<file path="src/rtl/ad7606_emulator.sv">
// rtl/ad7606_emulator.sv - device-side AD7606 parallel interface emulator
module ad7606_emulator #(
   parameter int          CONV_CYCLES = 400,
   parameter int          BUSY_DELAY  = 4,
   parameter logic [15:0] LFSR_SEED   = 16'hACE1
) (
   input  logic        Clk,
   input  logic        Reset_n,
   input  logic        ad7606_convst_i,
   input  logic        ad7606_cs_n_i,
   input  logic        ad7606_rd_n_i,
   input  logic        ad7606_reset_i,
   input  logic [2:0]  ad7606_os_i,
   input  logic [1:0]  Pattern_Sel,
   output logic        ad7606_busy_o,
   output logic [15:0] ad7606_db_o,
   output logic        Frame_Done,
   output logic [15:0] Conv_Count,
   output logic        Err_Overread,
   output logic        Err_Conv_Busy
);

   typedef enum logic [2:0] {
      ST_IDLE,
      ST_ARM,
      ST_CONV,
      ST_READ,
      ST_HOLD_RST
   } state_t;

   // 22 bits hold the largest busy window: 65535 << 6.
   localparam logic [21:0] C_CONV_BASE = 22'(CONV_CYCLES);
   localparam logic [21:0] C_ARM_LAST  = 22'(BUSY_DELAY - 1);

   // Fibonacci LFSR, taps 16,14,13,11, feedback enters at bit 0.
   function automatic logic [15:0] f_lfsr_next(input logic [15:0] q);
      return {q[14:0], q[15] ^ q[13] ^ q[12] ^ q[10]};
   endfunction

   // Data word for channel ch of conversion number n.
   function automatic logic [15:0] f_word(input logic [1:0]  sel,
                                          input logic [2:0]  ch,
                                          input logic [15:0] n,
                                          input logic [15:0] lfsr);
      logic [15:0] w;
      w = 16'h0000;
      case (sel)
         2'd0:    w = {13'h1400, ch};
         2'd1:    w = n + {1'b0, ch, 12'h000};
         2'd2:    w = {5'b10000, ch, n[7:0]};
         default: w = lfsr;
      endcase
      return w;
   endfunction

   state_t      r_state, w_state_next;
   logic        r_convst_q, r_convst_qq;
   logic        r_rd_n_q, r_rd_n_qq;
   logic        r_cs_n_q, r_cs_n_qq;
   logic        r_reset_q;
   logic [2:0]  r_os_lat, w_os_lat_next;
   logic [21:0] r_cnt, w_cnt_next;
   logic [3:0]  r_ptr, w_ptr_next;
   logic        r_load, w_load_next;
   logic [15:0] r_lfsr, w_lfsr_next;
   logic        r_busy, w_busy_next;
   logic [15:0] r_db, w_db_next;
   logic        r_frame_done, w_frame_done_next;
   logic        r_err_overread, w_err_overread_next;
   logic        r_err_conv_busy, w_err_conv_busy_next;
   logic [15:0] r_conv_count, w_conv_count_next;

   logic        w_rise_convst;
   logic        w_rise_rd_n;
   logic        w_read;
   logic [2:0]  w_os_eff;
   logic [21:0] w_conv_last;

   assign w_rise_convst = r_convst_q & ~r_convst_qq;
   assign w_rise_rd_n   = r_rd_n_q & ~r_rd_n_qq;
   assign w_read        = w_rise_rd_n & ~r_cs_n_qq;
   assign w_os_eff      = (ad7606_os_i == 3'd7) ? 3'd0 : ad7606_os_i;
   assign w_conv_last   = (C_CONV_BASE << r_os_lat) - 22'd1;

   // Register host strobes twice so rising edges can be detected.
   always_ff @(posedge Clk or negedge Reset_n) begin
      if (!Reset_n) begin
         r_convst_q  <= 1'b1;
         r_convst_qq <= 1'b1;
         r_rd_n_q    <= 1'b1;
         r_rd_n_qq   <= 1'b1;
         r_cs_n_q    <= 1'b1;
         r_cs_n_qq   <= 1'b1;
         r_reset_q   <= 1'b0;
      end else begin
         r_convst_q  <= ad7606_convst_i;
         r_convst_qq <= r_convst_q;
         r_rd_n_q    <= ad7606_rd_n_i;
         r_rd_n_qq   <= r_rd_n_q;
         r_cs_n_q    <= ad7606_cs_n_i;
         r_cs_n_qq   <= r_cs_n_q;
         r_reset_q   <= ad7606_reset_i;
      end
   end

   // State and datapath registers.
   always_ff @(posedge Clk or negedge Reset_n) begin
      if (!Reset_n) begin
         r_state         <= ST_IDLE;
         r_os_lat        <= 3'd0;
         r_cnt           <= 22'd0;
         r_ptr           <= 4'd0;
         r_load          <= 1'b0;
         r_lfsr          <= LFSR_SEED;
         r_busy          <= 1'b0;
         r_db            <= 16'h0000;
         r_frame_done    <= 1'b0;
         r_err_overread  <= 1'b0;
         r_err_conv_busy <= 1'b0;
         r_conv_count    <= 16'h0000;
      end else begin
         r_state         <= w_state_next;
         r_os_lat        <= w_os_lat_next;
         r_cnt           <= w_cnt_next;
         r_ptr           <= w_ptr_next;
         r_load          <= w_load_next;
         r_lfsr          <= w_lfsr_next;
         r_busy          <= w_busy_next;
         r_db            <= w_db_next;
         r_frame_done    <= w_frame_done_next;
         r_err_overread  <= w_err_overread_next;
         r_err_conv_busy <= w_err_conv_busy_next;
         r_conv_count    <= w_conv_count_next;
      end
   end

   // Next-state and output logic; device reset overrides every state.
   always_comb begin
      w_state_next         = r_state;
      w_os_lat_next        = r_os_lat;
      w_cnt_next           = r_cnt;
      w_ptr_next           = r_ptr;
      w_load_next          = 1'b0;
      w_lfsr_next          = r_lfsr;
      w_busy_next          = r_busy;
      w_db_next            = r_db;
      w_frame_done_next    = 1'b0;
      w_err_overread_next  = 1'b0;
      w_err_conv_busy_next = 1'b0;
      w_conv_count_next    = r_conv_count;

      if (r_reset_q) begin
         w_state_next = ST_HOLD_RST;
         w_busy_next  = 1'b0;
         w_db_next    = 16'h0000;
         w_ptr_next   = 4'd0;
         w_cnt_next   = 22'd0;
      end else begin
         case (r_state)
            ST_IDLE: begin
               if (w_rise_convst) begin
                  w_os_lat_next = w_os_eff;
                  w_ptr_next    = 4'd0;
                  w_cnt_next    = 22'd0;
                  w_state_next  = ST_ARM;
               end
            end

            ST_ARM: begin
               w_err_conv_busy_next = w_rise_convst;
               if (r_cnt == C_ARM_LAST) begin
                  w_busy_next  = 1'b1;
                  w_cnt_next   = 22'd0;
                  w_state_next = ST_CONV;
               end else begin
                  w_cnt_next = r_cnt + 22'd1;
               end
            end

            ST_CONV: begin
               w_err_conv_busy_next = w_rise_convst;
               if (r_cnt == w_conv_last) begin
                  // Word 0 is presented in the same cycle busy falls.
                  w_busy_next       = 1'b0;
                  w_conv_count_next = r_conv_count + 16'd1;
                  w_db_next         = f_word(Pattern_Sel, 3'd0,
                                             r_conv_count + 16'd1, r_lfsr);
                  w_ptr_next        = 4'd0;
                  w_cnt_next        = 22'd0;
                  w_state_next      = ST_READ;
               end else begin
                  w_cnt_next = r_cnt + 22'd1;
               end
            end

            ST_READ: begin
               // The word for an accepted read lands one edge after ptr moves.
               if (r_load) begin
                  w_db_next = r_ptr[3] ? 16'h0000
                            : f_word(Pattern_Sel, r_ptr[2:0], r_conv_count, r_lfsr);
               end
               if (w_rise_convst) begin
                  // A new conversion beats a coincident read.
                  w_os_lat_next = w_os_eff;
                  w_ptr_next    = 4'd0;
                  w_cnt_next    = 22'd0;
                  w_state_next  = ST_ARM;
               end else if (w_read) begin
                  if (r_ptr[3]) begin
                     w_err_overread_next = 1'b1;
                  end else begin
                     w_ptr_next        = r_ptr + 4'd1;
                     w_lfsr_next       = f_lfsr_next(r_lfsr);
                     w_load_next       = 1'b1;
                     w_frame_done_next = (r_ptr == 4'd7);
                  end
               end
            end

            ST_HOLD_RST: begin
               w_state_next = ST_IDLE;
            end

            default: begin
               w_state_next = ST_IDLE;
            end
         endcase
      end
   end

   assign ad7606_busy_o = r_busy;
   assign ad7606_db_o   = r_db;
   assign Frame_Done    = r_frame_done;
   assign Conv_Count    = r_conv_count;
   assign Err_Overread  = r_err_overread;
   assign Err_Conv_Busy = r_err_conv_busy;

endmodule

</file>
<file path="config.mk">
export PLATFORM = sky130hd
export DESIGN_NAME = ad7606_emulator
export DESIGN_NICKNAME = d
export VERILOG_FILES = /design/src/rtl/ad7606_emulator.sv
export SDC_FILE = /design/constraint.sdc
export NUM_CORES = 1
export LEC_CHECK = 0
export ABC_AREA = 1
export CAP_MARGIN = 20
export CORE_AREA = 2 2 124 90
export CTS_CLUSTER_DIAMETER = 150
export DETAILED_ROUTE_END_ITERATION = 6
export DIE_AREA = 0 0 126 92
export PLACE_DENSITY = 0.88
export SETUP_SLACK_MARGIN = 0.05
export SLEW_MARGIN = 0
export SYNTH_ARGS = -nofsm -noshare
export SYNTH_HDL_FRONTEND = slang
export SYNTH_SLANG_ARGS = --single-unit
</file>
<file path="constraint.sdc">
create_clock -name Clk -period 3.5 [get_ports Clk]
set_input_delay 0.7 -clock Clk [delete_from_list [all_inputs] [get_ports Clk]]
set_output_delay 0.7 -clock Clk [all_outputs]
set_load 0.01 [all_outputs]
</file>
==> run metrics <==
Filler Cell Count=898; Worst IR Drop VDD=0.277 mV; Post-Synth Adder-Cell Area=2.83%; Final Critical Period=3.04 ns; Net Sw Power=999 uW; largest family of logic cells by synthesized area=simple AND/OR/NAND/NOR gates; initial antenna violation count=0; gr ovfl total=0; final hold violations=0; hold crit path type=in -> async; cts hold-fix bufs=0; htree depth=3; leakage power=3.28 nW; crit path DAT=3.26 ns; CP most frequent cell=nand3_1; Async SR Flop Fraction=100%; clock skew=0.0133 ns; maximum clock rate=329 MHz; Nets=909; Pre-antenna DRT Iters=7; CTS tree=yes; Initial Utilization=57.0%; Post-synth EDFFs=0; period utilization=87.0%; TNS Setup=0 ns; port bufs=46; number of clock sinks=92; sw frac=34.9%; Pint=1.87 mW; die area=11,600 um^2; DR WL/cell=15.2 um; Synth-to-Final Area Change=14.7%; Setup crit start=r_os_lat[1]; clock root cell=clkbuf_16; Mapped Area=6020 um^2; Worst Path Max Fanout=16; sequential share of power=39.4%; slowest stage delay, CP=0.52 ns; top cell type's share of synthesized area=32.4%; worst reg2reg setup slack=0.46 ns; DRT Wirelength=15,500 um; Core Area=10,600 um^2; Synth Register Bits=92; unrepaired setup endpoints after global routing=false; Die Width=126 um; DPL Wire Length=11,500 um; simple-gate share of the synthesized area=32.5%; Syn Area/Cell=7.16 um^2; sequential share of the synthesized area=38.5%; PwrDens=415 nW/um^2; worst skew pair latency=0.35 ns; R2R Path Start=r_os_lat[1]; Synth Area in XOR/XNOR=5.36%; power share of the clock group=34.1%; # diodes=0; crit path capture type=flop; relative slew slack=34.3%; Crit Reg-Reg Endpoint=r_cnt[19]; MaxCap Viol Count=0; Comb power frac=26.5%; Yosys top cell by area=dfrtp_1; most frequent cells in the layout=nand2_1, inv_1, dfrtp_1; reg2reg path depth=14; Slew Limit Fails=0; Vias=5,764; I/O pin cnt=47; largest net degree at the start of global routing=49; syn_nets=865; Total Power=2.87 mW; Main synth FF type=dfrtp_1; GRT Total Usage=27.5%; CTS resizes=0; Synth cell types=50; Final Setup Violations=0; row count=32; Compound-Gate Fraction of Synth Area=11.1%; Yosys warning count=0; total CTS buffers=9; CP max-delay cell=dfrtp_1; Placer Congestion=0.996; Worst Setup Path Type=reg -> reg; post-route antenna net violation count=0; vias per inst=5.62; DRC Markers=0; first-pass GRT wire length=25,700 um; Area contributors post-synth=dfrtp_1, nand2_1, inv_1; Clk pin slew, worst setup/hold paths=0.07 ns; synthesized instance count=841; cells along the critical path=inv_1 > ha_1 > nand2_2 > ha_1 > nand3_1 > nor2_2 > nand3_1 > nand2_1 > nand3_1 > nor2_2 > nand4_1 > nand2_1 > buf_4 > o21ai_0; layout cell share with drive strength beyond 1=9.10%; mux share of post-synthesis cell area=0%; Worst Tran Pin Value=0.986 ns; CP startpoint kind=flop; Chip Height=92 um; Detailed Route Iter0 Violations=842; most common cell after layout, fill and taps aside=nand2_1; post-CTS setup buffer count=0; CTS Buffer Depth=2; Worst EP required=3.72 ns; number of global-route vias before repair=5,185; status=finished clean
## registers in the layout, indices dropped and copies added, names as in the netlist, 3 cells and up
| name | cells |
|---|---|
| r_lfsr | 16 |
| r_os_lat | 3 |
| r_ptr | 4 |
| ad7606_db_o | 16 |
| r_cnt | 22 |
| Conv_Count | 16 |
| r_state | 3 |
## kinds of logic after synthesis
kind of cell,Yosys count
buffers and inverters,144
AND/OR/NAND/NOR,441
XOR/XNOR,36
flip-flops,92
adder cells (fa/ha/maj),13
AO/OA/AOI/OAI,115
## layout make-up
type                    instances  area [um^2]  area share (%)
multi-input cells             605         3120            45.2
clock inverters                 6         65.1           0.942
inverters                     124          468            6.77
well taps                     136          170            2.46
clock buffers                  10          239            3.46
repair buffers                 53          523            7.57
flip-flops and latches         92         2320            33.6
## cells in the mapped netlist (4+ instances only)
cell type,instances
xor2_1,27
nor3_1,13
clkbuf_1,9
o21ai_2,7
nor2_4,4
o21ai_1,11
o211ai_1,6
nor2_1,63
nor2_2,7
o21ai_0,61
dfrtp_1,78
dfstp_2,14
a21oi_1,13
nand2_2,9
ha_1,12
nand2_1,255
xnor2_1,8
buf_2,4
inv_1,120
nand4_1,31
nand3_1,45
## through the flow
| step | hold WS (ns) | instance area, um^2 | utilization (%) | cells | worst slack, ns |
|---|---|---|---|---|---|
| after floorplan | 0.345 | 6020 | - | 841 | 1.05 |
| after global placement | 0.346 | 6610 | 62.5 | 1010 | 0.654 |
| after detailed placement | 0.347 | 6610 | 62.5 | 1010 | 0.562 |
| after CTS | 0.355 | 6910 | 65.4 | 1026 | 0.543 |
| after global routing | 0.361 | 6910 | 65.4 | 1026 | 0.189 |
| final | 0.355 | 6910 | 65.4 | 1026 | 0.457 |
## worst max-delay path by stage
| stage | endpoint | cells past startpoint |
|---|---|---|
| after global routing | r_state[1] | 18 |
| final | r_cnt[19] | 14 |
| after floorplan | Conv_Count[10] | 15 |
| after CTS | r_cnt[19] | 14 |
| after global placement | r_state[0] | 15 |
| after detailed placement | r_cnt[15] | 14 |
## power groups by stage
stage,Clock (mW),Combinational [mW],Sequential (mW)
after floorplan,0,0.574,1.15
after global placement,0,0.731,1.15
after detailed placement,0,0.746,1.15
after CTS,0.987,0.750,1.13
after global routing,1.04,0.840,1.14
final,0.978,0.759,1.13
## layer usage
layer | vias to the layer above | part of all wire, % | global-route usage, % | routed length [um]
li1 | 2793 | - | - | -
met1 | 2637 | 47 | 43.3 | 7230
met2 | 303 | 41 | 39.2 | 6360
met3 | 31 | 11 | 5.89 | 1750
met4 | 0 | 1.3 | 4.67 | 208
met5 | - | 0 | 0 | 0
## worst max-delay path, delay by kind of cell (launching register included)
family,cells,cell delay [ns]
buffers and inverters,2,0.41
and+or+nand+nor,9,1.35
DFF,1,0.52
AOI/OAI and AO/OA,1,0.11
adders and majority gates,2,0.51
No activity file was read; power rests on OpenSTA's default activity.
